File: src/rtl/demux_pkg.sv
// Shared types and elaboration helpers for the word-to-slice demux serializer.
package demux_pkg;

  typedef enum logic {
    IDLE  = 1'b0,
    SHIFT = 1'b1
  } state_e;

  function automatic int ratio(input int mst, input int sys);
    return mst / sys;
  endfunction

  // A one-beat word still needs a 1-bit counter so the port widths stay legal.
  function automatic int cnt_width(input int r);
    return (r > 1) ? $clog2(r) : 1;
  endfunction

  function automatic bit cfg_ok(input int mst, input int sys, input int nch);
    return (sys > 0) && (mst >= sys) && ((mst % sys) == 0) && (nch >= 2);
  endfunction

endpackage

File: src/rtl/word_serializer.sv
// Single-channel view of the serializer: loads a word, presents it MSB slice
// first and advances one slice per accepted beat.
module word_serializer
  import demux_pkg::*;
#(
  parameter int MST_DWIDTH = 32,
  parameter int SYS_DWIDTH = 8
) (
  input  logic                  clk_sys,
  input  logic                  rst,
  input  logic                  load_i,
  input  logic [MST_DWIDTH-1:0] data_i,
  input  logic                  ready_i,
  output logic                  ready_o,
  output logic                  valid_o,
  output logic [SYS_DWIDTH-1:0] data_o
);

  localparam int RATIO = ratio(MST_DWIDTH, SYS_DWIDTH);
  localparam int CNT_W = cnt_width(RATIO);
  localparam logic [CNT_W-1:0] LAST_BEAT = CNT_W'(RATIO - 1);

  state_e                  state_q, state_d;
  logic [CNT_W-1:0]        cnt_q, cnt_d;
  logic [MST_DWIDTH-1:0]   shreg_q, shreg_d;
  logic                    last_beat;

  assign last_beat = (cnt_q == LAST_BEAT);
  assign valid_o   = (state_q == SHIFT);
  assign data_o    = shreg_q[MST_DWIDTH-1 -: SYS_DWIDTH];

  // NOTE: every always_comb output gets a default first so no path infers a latch.
  always_comb begin
    state_d = state_q;
    cnt_d   = cnt_q;
    shreg_d = shreg_q;
    ready_o = 1'b0;
    unique case (state_q)
      IDLE: begin
        ready_o = 1'b1;
        if (load_i) begin
          state_d = SHIFT;
          cnt_d   = '0;
          shreg_d = data_i;
        end
      end
      SHIFT: begin
        // Taking the next word on the last beat keeps the stream bubble-free.
        ready_o = last_beat & ready_i;
        if (ready_i) begin
          if (last_beat) begin
            cnt_d = '0;
            if (load_i) shreg_d = data_i;
            else        state_d = IDLE;
          end else begin
            cnt_d   = cnt_q + 1'b1;
            shreg_d = shreg_q << SYS_DWIDTH;
          end
        end
      end
      default: state_d = IDLE;
    endcase
  end

  // NOTE: sequential state uses non-blocking assignments; the small shift
  // register is reset too so no stale word can leak out after reset.
  always_ff @(posedge clk_sys or posedge rst) begin
    if (rst) begin
      state_q <= IDLE;
      cnt_q   <= '0;
      shreg_q <= '0;
    end else begin
      state_q <= state_d;
      cnt_q   <= cnt_d;
      shreg_q <= shreg_d;
    end
  end

endmodule

File: src/rtl/demux_serializer.sv
// Splits master-side words into slices and routes them to one of NUM_CH
// channels; words addressed to a non-existent channel are dropped and flagged.
module demux_serializer
  import demux_pkg::*;
#(
  parameter int  MST_DWIDTH = 32,
  parameter int  SYS_DWIDTH = 8,
  parameter int  NUM_CH     = 3,
  localparam int SEL_W      = $clog2(NUM_CH)
) (
  input  logic                         clk_sys,
  input  logic                         rst,
  input  logic [SEL_W-1:0]             select_i,
  input  logic [MST_DWIDTH-1:0]        data_i,
  input  logic                         valid_i,
  output logic                         ready_o,
  output logic [NUM_CH*SYS_DWIDTH-1:0] data_o,
  output logic [NUM_CH-1:0]            valid_o,
  input  logic [NUM_CH-1:0]            ready_i,
  output logic                         drop_o
);

  if (!cfg_ok(MST_DWIDTH, SYS_DWIDTH, NUM_CH)) begin : g_cfg_err
    $error("demux_serializer: MST_DWIDTH must be a multiple of SYS_DWIDTH and NUM_CH >= 2");
  end

  logic [SEL_W-1:0]      sel_q, sel_d;
  logic                  drop_q, drop_d;
  logic                  accept, sel_ok, load;
  logic                  ser_ready, ser_valid, ready_sel;
  logic [SYS_DWIDTH-1:0] ser_data;

  // Widened compare so a power-of-two NUM_CH does not wrap to zero.
  assign sel_ok    = ({1'b0, select_i} < (SEL_W + 1)'(NUM_CH));
  assign ready_o   = ser_ready;
  assign accept    = valid_i & ready_o;
  assign load      = accept & sel_ok;
  assign ready_sel = ready_i[sel_q];
  assign drop_o    = drop_q;

  always_comb begin
    sel_d  = load ? select_i : sel_q;
    drop_d = accept & ~sel_ok;
  end

  always_ff @(posedge clk_sys or posedge rst) begin
    if (rst) begin
      sel_q  <= '0;
      drop_q <= 1'b0;
    end else begin
      sel_q  <= sel_d;
      drop_q <= drop_d;
    end
  end

  word_serializer #(
    .MST_DWIDTH(MST_DWIDTH),
    .SYS_DWIDTH(SYS_DWIDTH)
  ) u_ser (
    .clk_sys(clk_sys),
    .rst    (rst),
    .load_i (load),
    .data_i (data_i),
    .ready_i(ready_sel),
    .ready_o(ser_ready),
    .valid_o(ser_valid),
    .data_o (ser_data)
  );

  for (genvar c = 0; c < NUM_CH; c++) begin : g_ch
    assign valid_o[c] = ser_valid & (sel_q == SEL_W'(c));
    assign data_o[c*SYS_DWIDTH +: SYS_DWIDTH] = valid_o[c] ? ser_data : '0;
  end

endmodule

File: config.mk
export PLATFORM = sky130hd
export DESIGN_NAME = demux_serializer
export DESIGN_NICKNAME = d
export VERILOG_FILES = /design/src/rtl/demux_pkg.sv /design/src/rtl/word_serializer.sv /design/src/rtl/demux_serializer.sv
export SDC_FILE = /design/constraint.sdc
export NUM_CORES = 1
export LEC_CHECK = 0
export BUFFER_PORTS_ARGS = -buffer_cell sky130_fd_sc_hd__buf_2
export CAP_MARGIN = 40
export CORE_MARGIN = 1.5
export CORE_UTILIZATION = 57
export CTS_BUF_LIST = sky130_fd_sc_hd__clkbuf_2 sky130_fd_sc_hd__clkbuf_4 sky130_fd_sc_hd__clkbuf_8
export CTS_CLUSTER_SIZE = 24
export DETAILED_ROUTE_END_ITERATION = 8
export PLACE_DENSITY = 0.92
export SYNTH_ARGS = -nofsm -noshare
export SYNTH_HDL_FRONTEND = slang
export SYNTH_HIERARCHICAL = 1
export SYNTH_SLANG_ARGS = --single-unit
File: constraint.sdc
create_clock -name clk_sys -period 3.6 [get_ports clk_sys]
set_input_delay 0.36 -clock clk_sys [delete_from_list [all_inputs] [get_ports clk_sys]]
set_output_delay 0.36 -clock clk_sys [all_outputs]
set_load 0.02 [all_outputs]
Yosys cells after proc, flatten, opt, wreduce, memory -nomap -nowiden
Index checks and enable logic that the tools add are counted.
{"block": "word_totals", "reg_bits": 38, "output_inout_bits": 29, "word_cells": 42}
{"block": "op_classes", "add_sub_neg": 1, "magnitude_cmp": 2, "n_eq_ne": 5, "mux": 18, "bitwise_logic": 9, "n_reduce_logical": 2}
{"cell": "32-bit two-way mux", "count": 3}
{"cell": "32-bit one-hot mux with 2 select lines", "count": 1}
{"cell": "8-bit two-way mux", "count": 3}
{"cell": "1-bit AND", "count": 7}
{"cell": "2-bit two-way mux", "count": 3}
{"cell": "2-bit == test (second input constant)", "count": 2}
{"cell": "1-bit two-way mux", "count": 4}
{"cell": "1-bit one-hot mux with 2 select lines", "count": 2}
{"cell": "2-bit one-hot mux with 2 select lines", "count": 1}
{"cell": "2-bit by 3-bit < comparator with 1-bit output (second input constant)", "count": 1}
{"cell": "2-bit by 1-bit adder with 2-bit output (second input constant)", "count": 1}
{"cell": "1-bit binary-select mux with 2-bit select", "count": 1}
{"cell": "2-bit by 1-bit == test with 1-bit output (second input constant)", "count": 1}
{"cell": "2-bit logical NOT", "count": 1}
{"cell": "2-bit < comparator (second input constant)", "count": 1}
{"cell": "2-bit by 1-bit != test with 1-bit output (second input constant)", "count": 1}
{"cell": "2-bit != test (second input constant)", "count": 1}
{"cell": "1-bit inverter", "count": 2}
{"cell": "2-bit AND reduction", "count": 1}

Longest topological paths before layout
Gate-level depths: netlist of the first run.
{"block": "logic_depth", "depth_word": 10, "mapped_depth": 10, "ltp_nobuf": 9}

Cells and area by module
Netlist of the first run, hierarchy kept.
{"mod": "word_serializer", "n_inst": 1, "cells_per_inst": 180, "area_each_um2": 1798.0, "seq_area_each_um2": 875.8}
{"mod": "demux_serializer", "n_inst": 1, "cells_per_inst": 59, "area_each_um2": 351.6, "seq_area_each_um2": 75.1}

Worst setup path before layout of the first run
Ideal clock, no wire load.
{"block": "synth_timing", "path_type": "register to register", "start": "register sel_q[0]", "end": "register u_ser.shreg_q[23]", "setup_ns": 0.143, "t_arrival_ns": 2.172, "required_time_ns": 3.457, "setup_slack_ns": 1.285, "path_stages_with_launch": 11, "n_path_buf": 2, "cell_sequence": "dfrtp_1 > nand2b_1 > buf_6 > o22ai_1 > a21boi_2 > inv_1 > nand2_1 > a21oi_1 > nor2b_1 > buf_2 > a222oi_1"}
{"block": "synth_via", "elab_chain_len": 10, "elab_cells_between_ends": 11, "classes_between": "eq/ne (1); mux (7); bitwise (3)"}
{"item": "start: declaration", "line": "demux_serializer.sv:27", "rtl": "logic [SEL_W-1:0] sel_q, sel_d;"}
{"item": "start signal: assignment", "line": "demux_serializer.sv:51", "rtl": "sel_q <= sel_d;"}
{"item": "1-bit binary-select mux with 2-bit select *", "line": "demux_serializer.sv:38", "rtl": "assign ready_sel = ready_i[sel_q];"}
{"item": "1-bit two-way mux (implied by the code) *", "line": "demux_serializer.sv:38"}
{"item": "net ready_sel", "line": "demux_serializer.sv:30", "rtl": "logic ser_ready, ser_valid, ready_sel;"}
{"item": "1-bit AND *", "line": "word_serializer.sv:49", "rtl": "ready_o = last_beat & ready_i;"}
{"item": "1-bit one-hot mux with 2 select lines *", "line": "word_serializer.sv:38", "rtl": "unique case (state_q)"}
{"item": "net ready_o", "line": "demux_serializer.sv:16", "rtl": "output logic ready_o,"}
{"item": "1-bit AND *", "line": "demux_serializer.sv:36", "rtl": "assign accept = valid_i & ready_o;"}
{"item": "1-bit AND *", "line": "demux_serializer.sv:37", "rtl": "assign load = accept & sel_ok;"}
{"item": "net load", "line": "demux_serializer.sv:29", "rtl": "logic accept, sel_ok, load;"}
{"item": "32-bit two-way mux *"}
{"item": "32-bit two-way mux (2 in series)"}
{"item": "32-bit one-hot mux with 2 select lines *"}
{"item": "end signal: assignment", "line": "word_serializer.sv:75", "rtl": "shreg_q <= shreg_d;"}
{"item": "end: declaration", "line": "word_serializer.sv:25", "rtl": "logic [MST_DWIDTH-1:0] shreg_q, shreg_d;"}
Mark *: on every way through the listed nets, which the timed path passes. The rest lies on a longest branch. The select of a mux whose other input is x is not followed.
A chain may end at the register's enable or synchronous reset.

Worst setup path in the final report of the first run
{"block": "layout_timing", "start": "register sel_q[0]", "end": "register u_ser.shreg_q[30]"}
{"block": "layout_via", "elab_chain_len": 10, "elab_cells_between_ends": 11, "classes_between": "eq/ne (1); mux (7); bitwise (3)"}
{"item": "1-bit binary-select mux with 2-bit select *", "line": "demux_serializer.sv:38"}
{"item": "1-bit two-way mux (implied by the code) *", "line": "demux_serializer.sv:38"}
{"item": "net ready_sel", "line": "demux_serializer.sv:30"}
{"item": "1-bit AND *", "line": "word_serializer.sv:49"}
{"item": "1-bit one-hot mux with 2 select lines *", "line": "word_serializer.sv:38"}
{"item": "1-bit AND *", "line": "demux_serializer.sv:36"}
{"item": "1-bit AND *", "line": "demux_serializer.sv:37"}
{"item": "net load", "line": "demux_serializer.sv:29"}
{"item": "32-bit two-way mux *"}
{"item": "32-bit two-way mux (2 in series)"}
{"item": "32-bit one-hot mux with 2 select lines *"}
Marked as above.

==> results of run 1 <==
-- timing repair --
action | 4_1_cts | 5_1_grt
hold buffers | 1 | 0
resized for setup | 0 | 0
setup endpoints to repair | 0 | 0
hold endpoints to repair | 3 | 0
-- critical path: cells and delay by family, from the launching register on --
| kind | cells | cell delay, ns |
|---|---|---|
| buffers and inverters | 2 | 0.45 |
| AO/OA/AOI/OAI | 4 | 0.88 |
| AND/OR/NAND/NOR | 3 | 0.62 |
| flip-flops | 1 | 0.41 |
-- final timing paths --
| check | startpoint | end | slack [ns] | cells after the start |
|---|---|---|---|---|
| max | sel_q[0]$_DFFE_PP0P_ | u_ser/shreg_q[30]$_DFFE_PP0P_ | 1.10 | 9 |
| min | data_i[2] | u_ser/shreg_q[2]$_DFFE_PP0P_ | 0.28 | 2 |
| max reg2reg | sel_q[0]$_DFFE_PP0P_ | u_ser/shreg_q[30]$_DFFE_PP0P_ | 1.10 | 9 |
| min reg2reg | u_ser/shreg_q[2]$_DFFE_PP0P_ | u_ser/shreg_q[2]$_DFFE_PP0P_ | 0.51 | 1 |
| max in group asynchronous | rst | u_ser/shreg_q[30]$_DFFE_PP0P_ | 2.56 | 4 |
| min in group asynchronous | rst | drop_o$_DFF_PP0_ | 0.49 | 3 |
-- power groups by stage --
stage | logic, µW | clock network, µW | registers (µW)
after floorplan | 1230 | 0 | 727
after global placement | 1350 | 0 | 753
after detailed placement | 1450 | 0 | 770
after CTS | 1460 | 315 | 761
after global routing | 1610 | 336 | 789
final | 1460 | 310 | 767
-- placed cells by master, fill, tap and decap left out, types with 2 or more instances in the layout --
cell,n
a21oi_1,2
a222oi_1,24
a22o_1,8
buf_2,68
buf_4,4
clkbuf_8,6
dfrtp_1,38
inv_1,55
mux2i_1,2
nand2_1,12
nand2b_1,3
nor2_1,24
nor2_2,5
nor2b_2,2
o21ai_0,3
o22ai_1,24
o22ai_2,2
-- registers in the layout, summed over array words and instances, names as in the netlist --
| name | count |
|---|---|
| sel_q | 2 |
| u_ser/valid_o | 1 |
| u_ser/shreg_q | 32 |
| drop_o | 1 |
| u_ser/cnt_q | 2 |
-- metrics by stage --
stage / util (%) / instances / worst slack, ns / hold slack (ns) / area [µm²]
6_report: 69.6 / 344 / 1.10 / 0.283 / 2530
5_1_grt: 69.6 / 344 / 0.843 / 0.277 / 2530
4_1_cts: 69.6 / 344 / 1.14 / 0.277 / 2530
3_5_place_dp: 66.7 / 335 / 1.17 / 0.241 / 2420
3_3_place_gp: 66.0 / 333 / 1.15 / 0.237 / 2400
2_1_floorplan: - / 239 / 1.28 / 0.114 / 2150
-- layer usage --
layer / vias up / routed length, µm / global-route usage (%)
met5: - / 0 / 0
met4: 0 / 61 / 9.04
met3: 7 / 416 / 6.60
met2: 107 / 2350 / 42.4
met1: 896 / 2070 / 32.8
li1: 938 / - / -
-- kinds of logic after synthesis --
logic type | after synthesis
and+or+nand+nor | 52
muxes | 2
AOI/OAI and AO/OA | 65
adders and majority gates | 1
DFF | 38
buffers and inverters | 81
-- cell type report --
class	count	area share [%]
flip-flops and latches	38	37.6
clock inverters	1	0.198
multi-input cells	120	32.0
repair buffers	75	16.1
clock buffers	7	3.56
well taps	48	2.37
inverters	55	8.16
==> metrics.txt, run 1 <==
top cells by area, synth dfrtp_1 44%, a222oi_1 11%, inv_1 9.6%; minimum clock period between 2 and 3 ns; post-synthesis average cell area about 9 µm²; syn_nets 280; Post-synth top cells 55 x inv_1, 38 x dfrtp_1, 25 x o22ai_1; DRT Pass-1 Iters 6; Hold Fails Final Rpt 0; footprint of the multi-input gates 811 µm²; Yosys Warn Count 6; fraction of the mapped netlist area in adder cells less than 1%; WL/cell between 10 and 15 µm; CP Launch Type register; net load switching power ~1200 µW; vias per cell approximately 5.7; vias in the first global route ~1,800; critical path type reg -> reg; largest net degree at the start of global routing 39; first-pass GRT wire length 8190 µm; status finished, final reports clean; Die H 64.4 µm; # rows 22; initial antenna violation count 0; CTS tree done; ANT nets after route 0; setup_tns 0 ns; largest family of logic cells by synthesized area compound AO/OA/AOI/OAI gates; Clock power frac about an eighth; EDFF count, synth 0; routed wire length about 4900 µm; CP Data Required Time 3.75 ns; Yosys top cell by area dfrtp_1; Max-slew headroom between 60% and 70%; initial core utilization ~59%; clock sink total 38; DRT iter0 DRCs around 230; Clock Skew between 0.009 and 0.01 ns; fmax about 0.40 GHz; Post-DP HPWL between 3000 and 4000 µm; ratio of final minimum period to clock period between 60% and 70%; # H-tree levels 2; count leader, synth inv_1; Via Count slightly below 2,000; switching part of the total power 46.8%; DRC viols 0; Reg clk slew, reported paths 0.07 ns; multiplexer share of the synthesized area 0.931%; PortBufs just under 70; Congestion Overflow GR 0; Clock Path Buffers 2; CTS buffer count 5; CP max stage cell dfrtp_1; XOR/XNOR Fraction of Synth Area 0%; postcts setup bufs 0; setup repair after global routing missed its margin false; predominant post-synthesis flop cell dfrtp_1; GRT Overall Usage between 20% and 30%; Final #Nets 336; Gate power share roughly 57%; Slew @ Worst Pin roughly 0.47 ns; area grow syn2layout 17.7%; Slowest Stage Delay on Critical Path 0.41 ns; crit path DAT between 2 and 3 ns; Worst Hold Class in -> reg; total power 2540 µW; leakage about 0.0015 µW; synthesized flop and latch total 38; Syn Inst Count roughly 240; DIE WIDTH ~64 µm; CP endpoint kind register; CP cell instances nand2b_1 > o22ai_2 > a21boi_2 > inv_1 > nand2_1 > a21oi_1 > nor2b_2 > buf_4 > a222oi_1; gpl congestion about 0.77; sequential area share after synthesis ~44%; Post-Synth Simple-Gate Area a little under an eighth; Mapped Area roughly 2100 µm²; max-cap viol count 0; Worst VDD drop 0.468 mV; layout cells sized above 1 31.8%; pwr dens between 1000 and 1500 nW/µm²; critical-path maximum fanout 32; synth unique cells 28; CTS root buffer clkbuf_8; Clock Latency Late Sink approximately 0.30 ns; Final setup viols 0; Final Slew Violations 0; register area around 950 µm²; Compound-Gate Fraction of Synth Area between 20% and 30%; Synth top area share 44.2%; Die ar. 4150 µm²; Sequential Power Share slightly above 30%; fillers between 200 and 300; asr flop ratio synth 100%; Int Pwr approximately 1400 µW; ANT cells 0; # IOs 69; core area between 3000 and 4000 µm²
(Power assumes the default switching activity.)
==> run 2: changes to the inputs <==
CORE_UTILIZATION = 53   (was 57)
PLACE_DENSITY = 0.87   (was 0.92)
clock period = 2.38 ns   (was 3.6 ns; I/O delays follow)
==> run 2 against run 1 <==
Net effect: combinational power grew 51%; wire length about the same; non-clock buffer count rose by 2; sequential power rose by 51%; largest cell class unchanged; highest routed layer unchanged.
==> metrics.txt, run 2 (synthesis results as in run 1) <==
initial core utilization 57.0% (-2.2 points); clock sink total 38 (unchanged); Congestion Overflow GR 0 (unchanged); CP Data Required Time 2.52 ns (-1.23 ns); Max-slew headroom 67.6% (-0.96 points); pwr dens 1510 nW/µm² (+50%); Worst VDD drop 0.816 mV (+74%); CTS root buffer clkbuf_8; number of flip-flops in the largest register 32 (unchanged); # H-tree levels 2 (unchanged); routed wire length 4900 µm (about the same); metal2 WL 2480 µm (+5.5%); ratio of final minimum period to clock period 90.6% (+21 points); DRT Pass-1 Iters 8 (+2); fin worst setup slack 0.224 ns (-0.874 ns); largest register by flop count u_ser/shreg_q; # IOs 69 (unchanged); Slew @ Worst Pin 0.485 ns (+0.0140 ns); met1 WL 1990 µm (-4.0%); Final setup viols 0 (unchanged); Clock Skew 0.00509 ns (-0.00461 ns); Post-DP HPWL 3400 µm (+0.29%); post-place setup slack 0.253 ns (-0.922 ns); DRC viols 0 (unchanged); layout cells sized above 1 32.2% (+0.46 points); Cells after DPL 337 (+0.60%); Reg clk slew, reported paths 0.07 ns (about the same); routed wl met3 397 µm (-4.6%); area grow syn2layout 18.0%; Via Count 1,941 (-0.36%); ANT cells 0 (unchanged); first-pass GRT wire length 8140 µm (-0.67%); DRT iter0 DRCs 182 (-19%); status finished, final reports clean; Hold WS 0.166 ns (-0.117 ns); Final Slew Violations 0 (unchanged); Die H 66.7 µm (+3.5%); critical-path maximum fanout 32 (unchanged); vias in the first global route 1,874 (+4.7%); DIE WIDTH 66.7 µm (+3.5%); PortBufs 68 (unchanged); crit path DAT 2.29 ns (-0.36 ns); setup repair after global routing missed its margin false; max-cap viol count 0 (unchanged); ANT nets after route 0 (unchanged); Final #Nets 338 (+0.60%); initial antenna violation count 0 (unchanged); CTS buffer count 5 (unchanged); postcts setup bufs 0 (unchanged); Die ar. 4450 µm² (+7.2%); leakage 0.00148 µW (+0.48%); largest net degree at the start of global routing 39 (unchanged); Final Non-Filler Cells 346 (+0.58%); Clock Path Buffers 2 (unchanged); fmax 0.464 GHz (+16%); critical path type reg -> reg; setup_tns 0 ns (unchanged); post-layout util 67.3% (-2.3 points); max layer used met4; vias per cell 5.61 (-0.94%); most frequent cells in the layout 68 x buf_2, 55 x inv_1, 38 x dfrtp_1; Clock Latency Late Sink 0.29 ns (about the same); CP Launch Type register; # rows 22 (unchanged); CTS tree done; gpl congestion 0.723 (-5.6%); minimum clock period 2.16 ns (-0.346 ns); top flop regs u_ser/shreg_q x32, sel_q x2, u_ser/cnt_q x2; WL/cell 14.2 µm (-0.54%); core area 3770 µm² (+3.8%); Worst Hold Class in -> reg; CP endpoint kind register; GRT Overall Usage 24.3% (-1.4 points); Hold Fails Final Rpt 0 (unchanged); commonest non-fill, non-tap cell in the layout buf_2
[run 2: changes by cell type in the layout (fill, tap and decap cells not counted)]
cell	change
buf_8	-1
buf_4	+3
[run 2: stage by stage]
| step | instance area (µm²) | power [µW] |
|---|---|---|
| after floorplan | 2150 | 2960 |
| after global placement | 2420 | 3220 |
| after detailed placement | 2430 | 3370 |
| after CTS | 2540 | 3830 |
| after global routing | 2540 | 4120 |
| final | 2540 | 3830 |
[run 2: worst paths after layout]
check                                             start                       endpoint  slack (ns)  depth (start not counted)
setup / recovery                   sel_q[0]$_DFFE_PP0P_  u_ser/shreg_q[13]$_DFFE_PP0P_        0.22                          9
hold / removal                                data_i[3]   u_ser/shreg_q[3]$_DFFE_PP0P_        0.17                          2
setup reg to reg                   sel_q[0]$_DFFE_PP0P_  u_ser/shreg_q[13]$_DFFE_PP0P_        0.22                          9
hold reg to reg            u_ser/shreg_q[0]$_DFFE_PP0P_   u_ser/shreg_q[0]$_DFFE_PP0P_        0.50                          1
max in group asynchronous                           rst  u_ser/shreg_q[18]$_DFFE_PP0P_        1.44                          4
min in group asynchronous                           rst           sel_q[0]$_DFFE_PP0P_        0.39                          3
[run 2: repair_timing]
action,4_1_cts,5_1_grt
gates resized for setup,0,0
hold buffers,1,0
hold endpoints to repair,3,0
[run 2: per-layer routing]
metal	track usage (%)	up-vias
li1	-	938
met1	28.3	903
met2	43.9	97
met3	5.57	3
met4	7.40	0
met5	0	-
[run 2: area by class of cell]
class,count,area (µm²)
fillers,299,1230
flip-flops and latches,38,951
multi-input cells,120,811
repair buffers,77,414
inverters,55,206
clock buffers,7,90.1
well taps,48,60.1
clock inverters,1,5.00
[run 2: report_power, final]
group | switching, µW | internal [µW] | leakage (µW)
registers | 227 | 938 | 0.000445
clock network | 214 | 245 | 0.0000517
logic | 1340 | 860 | 0.000989
total | 1780 | 2040 | 0.00148
[run 2: critical path, cell delays in order, from the launching register on]
cell and delay (ns):
dfrtp_1 0.42, nand2b_1 0.19, o22ai_2 0.19, a21boi_2 0.11
inv_1 0.10, nand2_1 0.07, a21oi_1 0.25, nor2b_2 0.19
buf_4 0.32, a222oi_1 0.17
==> run 3: changes to the inputs <==
CORE_UTILIZATION = 47   (was 53)
PLACE_DENSITY = 0.82   (was 0.87)
clock period = 1.75 ns   (was 2.38 ns; I/O delays follow)
==> run 3 against run 2 <==
Net effect: the flow now finishes with violations (setup timing); maximum frequency increased by 12%; utilization decreased by 2.6 points; critical path depth is the same; worst hold slack got worse by 0.061 ns; first-iteration DRC count up 54%.
==> metrics.txt, run 3 (synthesis results as in run 1) <==
switching part of the total power 44.7% (-1.9 points); Final Non-Filler Cells 367 (+6.1%); DRT Pass-1 Iters 9 (+1); vias per cell 5.52 (-1.6%); initial antenna violation count 0 (unchanged); Post-DP HPWL 3470 µm (+2.0%); Final #Nets 356 (+5.3%); largest net degree at the start of global routing 39 (unchanged); leakage 0.00160 µW (+7.9%); GRT Overall Usage 23.2% (-1.0 points); Via Count 2,026 (+4.4%); Clock power frac 12.4% (+0.4 points); Reg clk slew, reported paths 0.07 ns (about the same); # H-tree levels 2 (unchanged); DIE WIDTH 70.6 µm (+5.9%); # rows 24 (+9.1%); core area 4380 µm² (+16%); Int Pwr 3310 µW (+62%); Clock Latency Late Sink 0.29 ns (about the same); initial core utilization 49.0% (-8.0 points); ANT cells 0 (unchanged); Die H 70.6 µm (+5.9%); setup repair after global routing missed its margin true; Die ar. 4990 µm² (+12%); number of flip-flops in the largest register 32 (unchanged); PortBufs 68 (unchanged); CTS buffer count 5 (unchanged); fmax 0.518 GHz (+12%); Max-slew headroom 70.6% (+3.0 points); CTS tree done; DRT iter0 DRCs 280 (+54%); max-cap viol count 0 (unchanged); Worst Hold Class in -> reg; Gate power share 60.9% (+3.3 points); register area 952 µm² (+0.13%); commonest non-fill, non-tap cell in the layout buf_2; Hold Fails Final Rpt 0 (unchanged); gpl congestion 0.741 (+2.5%); Slew @ Worst Pin 0.441 ns (-0.0441 ns); area grow syn2layout 31.9%; ANT nets after route 0 (unchanged); reg2reg setup slack -0.18 ns (-0.40 ns); Final setup viols 36 (+36); Hold WS 0.105 ns (-0.0609 ns); post-place setup slack -0.453 ns (-0.706 ns); post-layout util 64.7% (-2.6 points); clock sink total 38 (unchanged); placed instance area 2520 µm² (+3.5%); critical-path maximum fanout 12 (-63%); first-pass GRT wire length 9160 µm (+13%); crit path DAT 2.07 ns (-0.22 ns); Final Slew Violations 0 (unchanged); failing checks setup timing; ratio of final minimum period to clock period 110% (+20 points); Sequential Power Share 26.7% (-3.7 points); Clock Skew 0.00657 ns (+0.00148 ns); CTS root buffer clkbuf_8; DRC viols 0 (unchanged); footprint of the multi-input gates 901 µm² (+11%); fin worst setup slack -0.179 ns (-0.403 ns); critical path type reg -> reg; Cells after DPL 347 (+3.0%); most frequent cells in the layout 58 x buf_2, 54 x inv_1, 37 x dfrtp_1, 25 x buf_4; WL/cell 15.6 µm (+10%); status finished, violations left; minimum clock period 1.93 ns (-0.227 ns); CP Data Required Time 1.89 ns (-0.63 ns); # IOs 69 (unchanged); fillers 374 (+25%); pwr dens 2120 nW/µm² (+40%); net load switching power 2680 µW (+50%); top flop regs u_ser/shreg_q x32, sel_q x2, u_ser/cnt_q x2; CP endpoint kind register; Congestion Overflow GR 0 (unchanged); Final Cell Area 2840 µm² (+12%); layout cells sized above 1 39.0% (+6.8 points); Worst VDD drop 0.855 mV (+4.7%); CP Launch Type register; vias in the first global route 1,978 (+5.5%); routed wire length 5730 µm (+17%); largest register by flop count u_ser/shreg_q; Clock Path Buffers 2 (unchanged)
-- run 3: per-layer routing --
layer,routed length (µm),GRT usage (%)
met5,0,0
met4,39,7.13
met3,439,6.41
met2,2840,38.8
met1,2410,29.6
-- run 3: critical path: stages, from the launching register on --
cell and delay, ns:
dfrtp_1 0.39, mux2i_2 0.30, o22ai_4 0.11, a21boi_2 0.18, inv_2 0.07, nand2_4 0.07
a21oi_4 0.05, buf_6 0.14, nor2_4 0.29, a222oi_1 0.18
-- run 3: repair_timing --
item | CTS | global route
endpoints found under the setup margin | 36 | 53
gates cloned | 2 | 0
pin swaps | 11 | 8
hold endpoints to repair | 34 | 0
hold buffers | 1 | 0
resized for setup | 15 | 17
setup buffers | 11 | 6
-- run 3: worst paths after layout --
check / startpoint / endpoint / depth (start not counted)
min in group asynchronous: rst / drop_o$_DFF_PP0_ / 3
max reg2reg: sel_q[0]$_DFFE_PP0P_ / u_ser/shreg_q[30]$_DFFE_PP0P_ / 9
max in group asynchronous: rst / u_ser/shreg_q[4]$_DFFE_PP0P_ / 4
min: data_i[2] / u_ser/shreg_q[2]$_DFFE_PP0P_ / 2
min reg2reg: u_ser/shreg_q[4]$_DFFE_PP0P_ / u_ser/shreg_q[4]$_DFFE_PP0P_ / 1
max: sel_q[0]$_DFFE_PP0P_ / u_ser/shreg_q[30]$_DFFE_PP0P_ / 9
-- run 3: layout make-up --
type	count	share of cell area, %
flip-flops and latches	38	33.6
clock buffers	6	2.91
well taps	52	2.29
clock inverters	1	1.06
multi-input cells	122	31.8
inverters	55	7.28
repair buffers	93	21.1
-- run 3: per-stage QoR --
| step | TNS (ns) | power, µW |
|---|---|---|
| global placement | -8.36 | 4610 |
| global route | -7.85 | 6420 |
| detailed placement | -12.81 | 4750 |
| CTS | -3.43 | 5760 |
| floorplan | -5.47 | 4130 |
| finish | -4.77 | 6000 |
-- run 3: power by group through the flow --
| stage | Combinational, µW | Clock (µW) | Sequential (µW) |
|---|---|---|---|
| finish | 3650 | 742 | 1600 |
| detailed placement | 3160 | 0 | 1590 |
| floorplan | 2620 | 0 | 1510 |
| global placement | 3050 | 0 | 1560 |
| global route | 3980 | 798 | 1650 |
| CTS | 3430 | 754 | 1580 |
